`config.mk`:
```
export PLATFORM = sky130hd
export DESIGN_NAME = uart_rx_ctrl_flat
export DESIGN_NICKNAME = d
export VERILOG_FILES = /design/src/rtl/uart_pkg.sv /design/src/rtl/uart_rx_ctrl_if.sv /design/src/rtl/rx_sync_edge.sv /design/src/rtl/uart_rx_ctrl.sv /design/src/flat_wrapper.sv
export SDC_FILE = /design/constraint.sdc
export NUM_CORES = 1
export LEC_CHECK = 0
export ABC_CLOCK_PERIOD_IN_PS = 2100
export BUFFER_PORTS_ARGS = -buffer_cell sky130_fd_sc_hd__clkbuf_2
export CELL_PAD_IN_SITES_DETAIL_PLACEMENT = 0
export CELL_PAD_IN_SITES_GLOBAL_PLACEMENT = 1
export CORE_ASPECT_RATIO = 0.9
export CORE_MARGIN = 2
export CORE_UTILIZATION = 46
export CTS_CLUSTER_DIAMETER = 50
export DETAILED_ROUTE_END_ITERATION = 7
export PLACE_DENSITY_LB_ADDON = 0.1
export SYNTH_ARGS = -nofsm -noshare
export SYNTH_HDL_FRONTEND = slang
export SYNTH_SLANG_ARGS = --single-unit
```
`constraint.sdc`:
```
create_clock -name clk -period 2.1 [get_ports clk]
set_input_delay 0.21 -clock clk [delete_from_list [all_inputs] [get_ports clk]]
set_output_delay 0.21 -clock clk [all_outputs]
set_load 0.01 [all_outputs]
```
`src/rtl/uart_pkg.sv`:
```
// Shared types and sizing helpers for the UART receive path.
package uart_pkg;

  typedef enum logic [2:0] {IDLE, START, DATA, STOP, LOAD} rx_state_t;

  localparam int unsigned DEF_CLKS_PER_BIT = 10;
  localparam int unsigned DEF_DATA_BITS    = 8;

  // Cycles from start edge to the middle of the start bit.
  function automatic int unsigned half_bit(input int unsigned clks_per_bit);
    return clks_per_bit / 2;
  endfunction

  // Bit-period counter width; must hold the full bit period.
  function automatic int unsigned cnt_width(input int unsigned clks_per_bit);
    return $clog2(clks_per_bit + 1);
  endfunction

  // Bit-index counter width.
  function automatic int unsigned idx_width(input int unsigned data_bits);
    return $clog2(data_bits + 1);
  endfunction

endpackage

```
`src/rtl/uart_rx_ctrl_if.sv`:
```
// Line and byte-delivery signals between the receiver and its consumer.
interface uart_rx_ctrl_if import uart_pkg::*; #(
  parameter int unsigned DATA_BITS = DEF_DATA_BITS
);

  logic                 serial_in;
  logic                 data_read;
  logic [DATA_BITS-1:0] data_out;
  logic                 data_valid;
  logic                 framing_error;
  logic                 overrun_error;
  logic                 rx_busy;

  modport master (
    output serial_in, data_read,
    input  data_out, data_valid, framing_error, overrun_error, rx_busy
  );

  modport slave (
    input  serial_in, data_read,
    output data_out, data_valid, framing_error, overrun_error, rx_busy
  );

endinterface

```
`src/rtl/rx_sync_edge.sv`:
```
// Two-flop synchronizer and falling-edge detector for the serial line.
// The detector is only armed once a genuine high has been sampled after
// reset, so a line that is already low at reset release is not a start.
module rx_sync_edge (
  input  logic clk,
  input  logic rst,
  input  logic serial_in,
  output logic sync_out,
  output logic fall_edge
);

  logic       meta;
  logic       sync;
  logic       prev;
  logic       armed;
  logic [1:0] fill;

  // Synchronize, remember the previous sample, and track real samples.
  always_ff @(posedge clk or posedge rst) begin
    if (rst) begin
      meta  <= 1'b1;
      sync  <= 1'b1;
      prev  <= 1'b1;
      fill  <= 2'b00;
      armed <= 1'b0;
    end else begin
      meta  <= serial_in;
      sync  <= meta;
      prev  <= sync;
      fill  <= {fill[0], 1'b1};
      armed <= armed | (fill[1] & sync);
    end
  end

  assign sync_out  = sync;
  assign fall_edge = armed & prev & ~sync;

endmodule

```
`src/rtl/uart_rx_ctrl.sv`:
```
// 8N1-style serial receiver: detects start, samples mid-bit, frames and
// delivers bytes with sticky valid, framing and overrun flags.
module uart_rx_ctrl import uart_pkg::*; #(
  parameter int unsigned CLKS_PER_BIT = DEF_CLKS_PER_BIT,
  parameter int unsigned DATA_BITS    = DEF_DATA_BITS
) (
  input logic           clk,
  input logic           rst,
  uart_rx_ctrl_if.slave bus
);

  localparam int unsigned HALF = half_bit(CLKS_PER_BIT);
  localparam int unsigned CW   = cnt_width(CLKS_PER_BIT);
  localparam int unsigned IW   = idx_width(DATA_BITS);

  rx_state_t            state, state_n;
  logic [CW-1:0]        cnt, cnt_n, cnt_inc, period;
  logic [IW-1:0]        idx, idx_n;
  logic [DATA_BITS-1:0] shift, shift_n;
  logic [DATA_BITS-1:0] dout, dout_n;
  logic                 stop_bit, stop_bit_n;
  logic                 valid, valid_n;
  logic                 fe, fe_n;
  logic                 ovr, ovr_n;
  logic                 busy, busy_n;
  logic                 roll;
  logic                 sync;
  logic                 fall;

  rx_sync_edge u_sync_edge (
    .clk       (clk),
    .rst       (rst),
    .serial_in (bus.serial_in),
    .sync_out  (sync),
    .fall_edge (fall)
  );

  // Bit-period rollover: half a bit in START, a full bit elsewhere.
  assign period  = (state == START) ? CW'(HALF) : CW'(CLKS_PER_BIT);
  assign cnt_inc = cnt + CW'(1);
  assign roll    = (cnt_inc == period);

  // Next-state, counters, shift register and output flag updates.
  always_comb begin
    state_n    = state;
    idx_n      = idx;
    shift_n    = shift;
    stop_bit_n = stop_bit;
    dout_n     = dout;
    valid_n    = valid;
    fe_n       = fe;
    ovr_n      = ovr;

    if (bus.data_read && valid) begin
      valid_n = 1'b0;
      ovr_n   = 1'b0;
    end

    case (state)
      IDLE: begin
        idx_n = '0;
        if (fall) state_n = START;
      end
      START: begin
        if (roll) state_n = sync ? IDLE : DATA;
      end
      DATA: begin
        if (roll) begin
          shift_n = {sync, shift[DATA_BITS-1:1]};
          idx_n   = idx + IW'(1);
          if (idx == IW'(DATA_BITS - 1)) state_n = STOP;
        end
      end
      STOP: begin
        if (roll) begin
          stop_bit_n = sync;
          state_n    = LOAD;
        end
      end
      LOAD: begin
        state_n = IDLE;
        if (stop_bit) begin
          dout_n  = shift;
          valid_n = 1'b1;
          fe_n    = 1'b0;
          ovr_n   = valid & ~bus.data_read;
        end else begin
          fe_n = 1'b1;
        end
      end
      default: state_n = IDLE;
    endcase

    cnt_n  = (roll || (state_n != state) || (state == IDLE)) ? '0 : cnt_inc;
    busy_n = (state_n != IDLE);
  end

  // State and output registers.
  always_ff @(posedge clk or posedge rst) begin
    if (rst) begin
      state    <= IDLE;
      cnt      <= '0;
      idx      <= '0;
      shift    <= '0;
      stop_bit <= 1'b0;
      dout     <= '0;
      valid    <= 1'b0;
      fe       <= 1'b0;
      ovr      <= 1'b0;
      busy     <= 1'b0;
    end else begin
      state    <= state_n;
      cnt      <= cnt_n;
      idx      <= idx_n;
      shift    <= shift_n;
      stop_bit <= stop_bit_n;
      dout     <= dout_n;
      valid    <= valid_n;
      fe       <= fe_n;
      ovr      <= ovr_n;
      busy     <= busy_n;
    end
  end

  assign bus.data_out      = dout;
  assign bus.data_valid    = valid;
  assign bus.framing_error = fe;
  assign bus.overrun_error = ovr;
  assign bus.rx_busy       = busy;

endmodule
```
`src/flat_wrapper.sv`:
```
// flat-port wrapper written by rule: the top's interface ports become plain ports
module uart_rx_ctrl_flat import uart_pkg::*;
#(
  parameter int unsigned CLKS_PER_BIT = DEF_CLKS_PER_BIT,
  parameter int unsigned DATA_BITS    = DEF_DATA_BITS
)
  (clk, rst, bus_serial_in, bus_data_read, bus_data_out, bus_data_valid, bus_framing_error, bus_overrun_error, bus_rx_busy);
  uart_rx_ctrl_if #(.DATA_BITS(DATA_BITS)) bus_i ();
  input logic clk;
  input logic rst;
  input wire logic [$bits(bus_i.serial_in)-1:0] bus_serial_in;
  input wire logic [$bits(bus_i.data_read)-1:0] bus_data_read;
  output wire logic [$bits(bus_i.data_out)-1:0] bus_data_out;
  output wire logic [$bits(bus_i.data_valid)-1:0] bus_data_valid;
  output wire logic [$bits(bus_i.framing_error)-1:0] bus_framing_error;
  output wire logic [$bits(bus_i.overrun_error)-1:0] bus_overrun_error;
  output wire logic [$bits(bus_i.rx_busy)-1:0] bus_rx_busy;
  assign bus_i.serial_in = bus_serial_in;
  assign bus_i.data_read = bus_data_read;
  assign bus_data_out = bus_i.data_out;
  assign bus_data_valid = bus_i.data_valid;
  assign bus_framing_error = bus_i.framing_error;
  assign bus_overrun_error = bus_i.overrun_error;
  assign bus_rx_busy = bus_i.rx_busy;
  uart_rx_ctrl #(.CLKS_PER_BIT(CLKS_PER_BIT), .DATA_BITS(DATA_BITS)) u_core (.clk(clk), .rst(rst), .bus(bus_i));
endmodule
```
==> results.cfg <==
[die]
pin_count = 16
start_util_pct = 47.8
coreArea_mm2 = 0.00338
core.rowCount = 20
die_w_um = 66.4
dieArea_mm2 = 0.00400
die_y_um = 60.2

[clock_tree]
cts_tree = yes
cts_buffer_depth = 2
cts.sinks = 38
clkTransAtPathRegs_ps = 70
ctsResizeCount = 0
root_buffer = clkbuf_8
post_cts_buffers = 0
cts_max_level = 2
clock_latency_ps = 280
numCtsBuffers = 5

[synthesis]
synth_area_mm2 = 0.00161
yosys_warnings = 0
yosysUniqueCellTypes = 41
syn_inst = 127
syn-num-nets = 133
synthFlopType = dfrtp_1
synth_seq_area_share_pct = 59.1
avgSynthCellArea_um2 = 12.7
synth_top_cell_by_area = dfrtp_1
synth_edf_count = 0
async_reset_ff_share_pct = 100
ys_top_cells_by_area = dfrtp_1, mux2_2, mux2_4
yosysTopAreaCellShare_pct = 54.3
synth-seq-cells = 38

[critical_path]
crit_fanout = 11
critPathCaptureType = register
cp_data_required_time_ps = 2270
worstSetupPathType = register to register
worstSetupStartpointType = register
critPathArrivalTime_ps = 2160

[sta]
period_minus_slack_ps = 1980
grt_setup_unrepaired = true
final-hold-violation-count = 0
min_period_over_period_pct = 94.3
hold_ws_ps = 23.8
max_freq_ghz = 0.505
fin_skew_ps = 5.14
slew_violations = 0
setup_viol = 0

[cells_and_area]
antenna-diode-count = 0
mostFrequentLayoutCells = dfrtp_1, clkbuf_2, mux2_2
nets = 153
fill_cells = 294
drive_above_1_share_pct = 31.1
instances_no_fill = 192
finish.utilization_pct = 54.1
final_common_cell = dfrtp_1
final_cell_area_mm2 = 0.00183
area.growth.synth_to_final_pct = 13.2

[route]
drc = 0
ant_nets = 0
drt_iter0_markers = 59
dr.pass1.iters = 4
routedWlPerCell_um = 13.3
vias = 998
wirelength_um = 2560
viasPerCell = 5.20

[power_and_ir_drop]
totalPowerFinal_mw = 1.81
power-per-cell-area_mw_per_mm2 = 990
ir_worst_vdd_v = 0.000518
p_leak_nw = 0.885

[place]
dp_cells = 183
numPortBuffers = 15
place_area_mm2 = 0.00173
place_congestion = 0.814
hpwl_um = 1770

[global_routing]
gr-total-overflow = 0
grt_first_pass_wirelength_um = 4460
grt_max_degree = 39
antenna_found_initial = 0
grt_pass1_vias = 975
grt_use_total_pct = 15.4

[outcome]
outcome = complete, no violations

[hold_path]
hold_class = input pin to asynchronous set/reset pin

[flow_run]
cap_violations = 0
==> kinds of logic after synthesis <==
group,count (synthesis),synth area share (%)
muxes,19,14.4
AOI/OAI and AO/OA,19,8.29
DFF,38,59.1
adders and majority gates,2,1.55
buffers and inverters,12,3.64
xor gates and xnor gates,3,1.63
other,1,0.232
and+or+nand+nor,33,11.1
==> where the power goes <==
group          total [mW]  leakage (nW)  switching, mW  internal (mW)
Clock               0.496        0.0455          0.229          0.267
Sequential          0.927         0.487          0.107          0.820
Combinational       0.385         0.353          0.205          0.180
Total                1.81         0.885          0.541           1.27
==> what timing repair did <==
item | CTS | global route
setup endpoints to repair | 0 | 2
hold buffers | 1 | 0
endpoints found under the hold margin | 1 | 0
==> cells in the mapped netlist, types with 2 or more instances <==
cell type and number:
nor3_1 4, inv_1 7, nor2_1 5, o21ai_0 4
mux2i_1 3, xor2_1 2, or4_1 2, nand2_1 7
a211oi_1 2, nand3_1 5, a21oi_1 2, nand2b_1 2
a21o_1 2, buf_2 2, ha_1 2, mux2_2 10
mux2_4 6, dfstp_2 3, dfrtp_1 35
==> cell type report <==
class,count,area [um^2],share of cell area [%]
multi-input cells,77,601,32.9
flip-flops and latches,38,955,52.3
inverters,7,26.3,1.44
repair buffers,18,100,5.48
clock buffers,8,90.1,4.93
well taps,44,55.1,3.01
==> worst paths after layout <==
check | slack [ps] | depth (start not counted) | from | to
setup reg to reg | 120 | 6 | u_core.cnt[0]$_DFF_PP0_ | u_core.shift[6]$_DFFE_PP0P_
min in group clk | 110 | 2 | bus_data_read | u_core.bus.overrun_error$_DFF_PP0_
hold reg to reg | 360 | 0 | u_core.u_sync_edge.fill[0]$_DFF_PP0_ | u_core.u_sync_edge.fill[1]$_DFF_PP0_
setup / recovery | 120 | 6 | u_core.cnt[0]$_DFF_PP0_ | u_core.shift[6]$_DFFE_PP0P_
hold / removal | 20 | 3 | rst | u_core.bus.data_valid$_DFF_PP0_
max in group asynchronous | 1730 | 3 | rst | u_core.u_sync_edge.sync_out$_DFF_PP1_
==> through the flow <==
stage               setup slack (ps)  TNS (ps)
floorplan                        277         0
global placement                 170         0
detailed placement               130         0
CTS                              122         0
global route                   -1.69     -3.25
finish                           119         0
==> metal layers <==
metal,share of wire [%],global-route usage (%),vias to the layer above
li1,-,-,491
met1,48,19.9,487
met2,46,23.1,15
met3,4.1,6.40,5
met4,1.9,6.12,0
met5,0,0,-
==> worst max-delay path, stage by stage (launching register included) <==
cell	delay, ps
dfrtp_1	430
ha_1	350
and4bb_2	270
o2bb2ai_1	160
nand3_1	100
buf_4	210
mux2_2	350
==> sequential cells by signal (all words and copies together), names as in the netlist <==
register and cells:
u_core.bus.overrun_error 1, u_core.u_sync_edge.prev 1, u_core.u_sync_edge.fill 2, u_core.stop_bit 1, u_core.state 3, u_core.cnt 4, u_core.u_sync_edge.meta 1, u_core.u_sync_edge.sync_out 1
u_core.bus.framing_error 1, u_core.shift 8, u_core.bus.data_valid 1, u_core.idx 4, u_core.bus.data_out 8, u_core.bus.rx_busy 1, u_core.u_sync_edge.armed 1
No activity file was read; power rests on OpenSTA's default activity.
